## config.mk

```make
export PLATFORM = sky130hd
export DESIGN_NAME = prog_loader_flat
export DESIGN_NICKNAME = d
export VERILOG_FILES = /design/src/rtl/prog_loader_if.sv /design/src/rtl/prog_loader.sv /design/src/flat_wrapper.sv
export SDC_FILE = /design/constraint.sdc
export NUM_CORES = 1
export LEC_CHECK = 0
export BUFFER_PORTS_ARGS = -buffer_cell sky130_fd_sc_hd__buf_2
export CAP_MARGIN = 10
export CORE_AREA = 5 5 164 119
export CTS_CLUSTER_DIAMETER = 150
export CTS_CLUSTER_SIZE = 20
export DETAILED_ROUTE_END_ITERATION = 8
export DIE_AREA = 0 0 169 124
export PLACE_DENSITY = 0.63
export SLEW_MARGIN = 20
export SYNTH_ARGS = -nofsm -noshare
export SYNTH_HDL_FRONTEND = slang
export SYNTH_SLANG_ARGS = --single-unit
```

## constraint.sdc

```tcl
create_clock -name clk -period 2.4 [get_ports clk]
set_input_delay 0.12 -clock clk [delete_from_list [all_inputs] [get_ports clk]]
set_output_delay 0.12 -clock clk [all_outputs]
set_load 0.02 [all_outputs]
```

## src/rtl/prog_loader_if.sv

```systemverilog
// Byte-stream input and memory-preload output bundle shared by prog_loader and its neighbours.
// The stream source drives the master side and the loader sits on the slave side.
interface prog_loader_if #(
    parameter int unsigned ADDR_WIDTH = 32,
    parameter int unsigned DATA_WIDTH = 32
);
    logic [7:0]            in_data;
    logic                  in_valid;
    logic                  in_ready;
    logic                  preload_en_instr;
    logic                  preload_en_data;
    logic [ADDR_WIDTH-1:0] preload_addr;
    logic [DATA_WIDTH-1:0] preload_data;

    modport master (
        output in_data, in_valid,
        input  in_ready, preload_en_instr, preload_en_data, preload_addr, preload_data
    );

    modport slave (
        input  in_data, in_valid,
        output in_ready, preload_en_instr, preload_en_data, preload_addr, preload_data
    );
endinterface

```

## src/rtl/prog_loader.sv

```systemverilog
// Boot-time program loader: parses framed byte sections into instruction/data memory
// preload writes and holds the core in reset until a RUN command arrives.
module prog_loader #(
    parameter int unsigned ADDR_WIDTH = 32,
    parameter int unsigned DATA_WIDTH = 32,
    parameter int unsigned MAX_WORDS  = 1024
) (
    input  logic        clk,
    input  logic        areset_n,
    prog_loader_if.slave bus,
    output logic        core_rst_n,
    output logic        busy,
    output logic        error
);
    typedef enum logic [2:0] {
        S_IDLE,
        S_CNT_LO,
        S_CNT_HI,
        S_DATA,
        S_WRITE,
        S_RUN
    } state_t;

    localparam logic [16:0] MAX_N = 17'(MAX_WORDS);

    state_t                state;
    logic                  target_instr;
    logic [ADDR_WIDTH-1:0] addr;
    logic [7:0]            cnt_lo;
    logic [15:0]           remaining;
    logic [1:0]            idx;
    // Only the first three bytes of a word need storing; the fourth goes straight to preload_data.
    logic [DATA_WIDTH-9:0] word;
    logic                  take;
    logic [15:0]           count_n;

    assign take    = bus.in_valid & bus.in_ready;
    assign count_n = {bus.in_data, cnt_lo};

    always_ff @(posedge clk or negedge areset_n) begin
        if (!areset_n) begin
            state                <= S_IDLE;
            target_instr         <= 1'b0;
            addr                 <= '0;
            cnt_lo               <= '0;
            remaining            <= '0;
            idx                  <= '0;
            word                 <= '0;
            bus.in_ready         <= 1'b1;
            bus.preload_en_instr <= 1'b0;
            bus.preload_en_data  <= 1'b0;
            bus.preload_addr     <= '0;
            bus.preload_data     <= '0;
            core_rst_n           <= 1'b0;
            busy                 <= 1'b0;
            error                <= 1'b0;
        end else begin
            case (state)
                S_IDLE: begin
                    if (take) begin
                        case (bus.in_data)
                            8'hA5, 8'h5A: begin
                                target_instr <= (bus.in_data == 8'hA5);
                                addr         <= '0;
                                state        <= S_CNT_LO;
                                busy         <= 1'b1;
                            end
                            8'hF0: begin
                                state      <= S_RUN;
                                core_rst_n <= 1'b1;
                            end
                            default: error <= 1'b1;
                        endcase
                    end
                end
                S_CNT_LO: begin
                    if (take) begin
                        cnt_lo <= bus.in_data;
                        state  <= S_CNT_HI;
                    end
                end
                S_CNT_HI: begin
                    if (take) begin
                        if (count_n == '0) begin
                            state <= S_IDLE;
                            busy  <= 1'b0;
                        end else if ({1'b0, count_n} > MAX_N) begin
                            error <= 1'b1;
                            state <= S_IDLE;
                            busy  <= 1'b0;
                        end else begin
                            remaining <= count_n;
                            idx       <= '0;
                            state     <= S_DATA;
                        end
                    end
                end
                S_DATA: begin
                    if (take) begin
                        idx  <= idx + 2'd1;
                        word <= {bus.in_data, word[DATA_WIDTH-9:8]};
                        if (idx == 2'd3) begin
                            state                <= S_WRITE;
                            bus.in_ready         <= 1'b0;
                            bus.preload_en_instr <= target_instr;
                            bus.preload_en_data  <= ~target_instr;
                            bus.preload_addr     <= addr;
                            bus.preload_data     <= {bus.in_data, word};
                        end
                    end
                end
                S_WRITE: begin
                    bus.preload_en_instr <= 1'b0;
                    bus.preload_en_data  <= 1'b0;
                    bus.in_ready         <= 1'b1;
                    addr                 <= addr + ADDR_WIDTH'(4);
                    remaining            <= remaining - 16'd1;
                    idx                  <= '0;
                    if (remaining == 16'd1) begin
                        state <= S_IDLE;
                        busy  <= 1'b0;
                    end else begin
                        state <= S_DATA;
                    end
                end
                S_RUN: begin
                end
                default: state <= S_IDLE;
            endcase
        end
    end
endmodule

```

## src/flat_wrapper.sv

```systemverilog
// flat-port wrapper written by rule: the top's interface ports become plain ports
module prog_loader_flat 
#(
    parameter int unsigned ADDR_WIDTH = 32,
    parameter int unsigned DATA_WIDTH = 32,
    parameter int unsigned MAX_WORDS  = 1024
)
  (clk, areset_n, core_rst_n, busy, error, bus_in_data, bus_in_valid, bus_in_ready, bus_preload_en_instr, bus_preload_en_data, bus_preload_addr, bus_preload_data);
  prog_loader_if #(.ADDR_WIDTH(ADDR_WIDTH), .DATA_WIDTH(DATA_WIDTH)) bus_i ();
  input  logic clk;
  input  logic areset_n;
  output logic core_rst_n;
  output logic busy;
  output logic error;
  input wire logic [$bits(bus_i.in_data)-1:0] bus_in_data;
  input wire logic [$bits(bus_i.in_valid)-1:0] bus_in_valid;
  output wire logic [$bits(bus_i.in_ready)-1:0] bus_in_ready;
  output wire logic [$bits(bus_i.preload_en_instr)-1:0] bus_preload_en_instr;
  output wire logic [$bits(bus_i.preload_en_data)-1:0] bus_preload_en_data;
  output wire logic [$bits(bus_i.preload_addr)-1:0] bus_preload_addr;
  output wire logic [$bits(bus_i.preload_data)-1:0] bus_preload_data;
  assign bus_i.in_data = bus_in_data;
  assign bus_i.in_valid = bus_in_valid;
  assign bus_in_ready = bus_i.in_ready;
  assign bus_preload_en_instr = bus_i.preload_en_instr;
  assign bus_preload_en_data = bus_i.preload_en_data;
  assign bus_preload_addr = bus_i.preload_addr;
  assign bus_preload_data = bus_i.preload_data;
  prog_loader #(.ADDR_WIDTH(ADDR_WIDTH), .DATA_WIDTH(DATA_WIDTH), .MAX_WORDS(MAX_WORDS)) u_core (.clk(clk), .areset_n(areset_n), .bus(bus_i), .core_rst_n(core_rst_n), .busy(busy), .error(error));
endmodule
```

==> metrics.yaml <==
ctsHtreeMaxLevel: 4
clk_latency_ns: 0.42
hp-start: "bus_in_data[2]"
worstPathRequired_ns: 2.69
slew_violations: 0
tns_ns: 0
synthToLayoutAreaGrowth_pct: 21.62
cts_setup_buffers: 0
start_util_pct: 39.10
skew_ns: 0.006834
hold_path.class: "input port to flop"
vias: 5137
r2r_end: "u_core.remaining[0]"
hpwlAfterDp_um: 11020
cp_common_cell: "or4_4"
antenna_cells: 0
grt-ovfl-total: 0
ios: 81
drive_gt1_share_pct: 33.76
path_cells: "or4_4, or4_4, a21oi_4, buf_4, a21o_1, a21oi_1"
clkSinkCount: 152
startpoint_type: "flop"
leakage_nw: 3.960
clkTransAtPathRegs_ns: 0.06
first_global_vias: 5223
reg2reg_from: "u_core.cnt_lo[4]"
setup_viol: 0
io_buffers: 78
die_width_um: 169
peakVddDrop_mv: 0.5842
worstMarginPinSlew_ns: 0.6800
synthCells: 606
wl_per_cell_um: 16.66
final_common_cell: "dfrtp_1"
synth_seq_cells: 152
wirelength_um: 15780
status: "finished, final reports clean"
ys_types: 59
async_flop_share_pct: 100.0
clockBufferDepth: 2
ys_warn_count: 0
r2r_slack_ns: 0.1
die_h_um: 124
syn_area_um2: 6920
cp-end-kind: "flop"
die-area_um2: 20960
max_stage_delay_ns: 0.57
viasPerCell: 5.424
dr.pass1.iters: 5
maxCapViolCount: 0
grtUsageTotal_pct: 15.66
worstSetupPathType: "flop to flop"
grt_pass1_wl_um: 26380
globalplace.congestion: 0.7927
ys_seq_area_share_pct: 54.98
cts_inserted_buffers: 17
hold-path-cell-count: 2
cts-root-buf: "clkbuf_16"
nNetsFinal: 713
synthFlopType: "dfrtp_1"
std_cell_rows: 41
ant_nets: 0
post-route-min-period_ns: 2.302
timing.fmax_ghz: 0.4343
drtIter0Drc: 390
slew_headroom_pct: 54.67
rsz0062_at_grt: "no"
critPathMaxFanout: 8
r2r_cells: 6
core_um2: 17700
syn_avg_cell_area_um2: 11.42
cts_tree: "yes"
synth_edf_count: 0
min_to: "u_core.cnt_lo[2]"
worstPathArrival_ns: 2.59
p_per_area_nw_per_um2: 1054
finalHoldViolations: 0
grt_max_degree: 75
drc: 0
grt_antenna_before_repair: 1
period_share_pct: 95.93
crit_slowest_cell: "or4_4"
layout_common_cells: "dfrtp_1 (151), mux2_2 (90), buf_2 (77), nand2_1 (46), a21oi_1 (36)"
whs_ns: 0.03942
[per-layer routing]
| layer | share of wire, % | track usage, % | vias up |
|---|---|---|---|
| met5 | 0.082 | 0 | - |
| met4 | 1.5 | 4.625 | 2 |
| met3 | 6.4 | 4.759 | 25 |
| met2 | 47 | 24.90 | 134 |
| met1 | 45 | 20.91 | 2551 |
| li1 | - | - | 2425 |
[kinds of logic (layout without fill, tap and decap cells)]
family / after synthesis / after routing / synth area share, %
and+or+nand+nor: 187 / 187 / 14.90
xor gates and xnor gates: 2 / 2 / 0.2532
muxes: 94 / 94 / 15.22
DFF: 152 / 152 / 54.98
buffers and inverters: 52 / 156 / 3.236
adders and majority gates: 4 / 4 / 0.7232
other: 1 / 2 / 0.05419
AOI/OAI and AO/OA: 114 / 114 / 10.63
[stage by stage]
step | total power, mW | cells | cell area [µm²] | utilization, % | setup WS (ns)
after floorplan | 5.205 | 607 | 6924 | - | 0.2874
after global routing | 9.363 | 947 | 8417 | 47.56 | 0.007537
after CTS | 8.929 | 946 | 8386 | 47.38 | 0.08945
after global placement | 5.878 | 912 | 7730 | 43.68 | 0.1322
final | 8.873 | 947 | 8417 | 47.56 | 0.09764
after detailed placement | 6.012 | 912 | 7730 | 43.68 | 0.09499
[area by class of cell]
cell class	instances	area, µm²
Clock buffer	20	446.7
Clock inverter	12	188.9
Fill cell	1586	9281
Inverter	16	60.06
Multi-Input combinational cell	403	2924
Sequential cell	152	3805
Tap cell	236	295.3
Timing Repair Buffer	108	696.9
[registers in the layout, indices dropped and copies added, names as in the netlist, 2 cells and up]
register and cells:
u_core.word 24, u_core.bus.preload_data 32, u_core.remaining 16, u_core.cnt_lo 8, u_core.idx 2, u_core.state 3
u_core.addr 30, u_core.bus.preload_addr 30
[repair_timing]
action | CTS | global route
gates resized for setup | 0 | 1
endpoints found under the hold margin | 70 | 0
setup endpoints to repair | 0 | 2
hold buffers | 2 | 0
[cells in the mapped netlist, types with 15 or more instances]
cell      number  area [µm²]
dfrtp_1      151        3779
mux2_2        90        1013
nand2_1       46       172.7
a21oi_1       36       180.2
clkbuf_1      28       105.1
nor2_1        26       97.59
o21ai_0       26       130.1
nand3_1       20       100.1
o31ai_1       18       135.1
or4_1         17       127.6
inv_1         16       60.06
or3_1         15       93.84
[report_power, final]
part           total (mW)  switching [mW]  internal (mW)
Combinational        2.21            1.23          0.977
Sequential           3.78           0.560           3.22
Clock                2.89            1.10           1.79
[critical path: cells and delay by family, from the launching register on]
kind            cells  cell delay, ns
compound gates      3            0.44
buf+inv             1            0.21
flops               1            0.41
simple gates        2            1.13
[how the worst max path moves through the flow]
stage	from	to	slack, ns	depth (start not counted)
2_1_floorplan	u_core.cnt_lo[4]	u_core.remaining[10]	0.29	6
3_3_place_gp	u_core.cnt_lo[4]	u_core.remaining[0]	0.13	6
3_5_place_dp	bus_in_data[1]	u_core.addr[13]	0.09	6
4_1_cts	u_core.cnt_lo[4]	u_core.idx[1]	0.09	5
5_1_grt	u_core.cnt_lo[4]	u_core.remaining[14]	0.008	5
6_report	u_core.cnt_lo[4]	u_core.remaining[0]	0.1	6
Note: power is estimated with default switching activity, not from simulation.
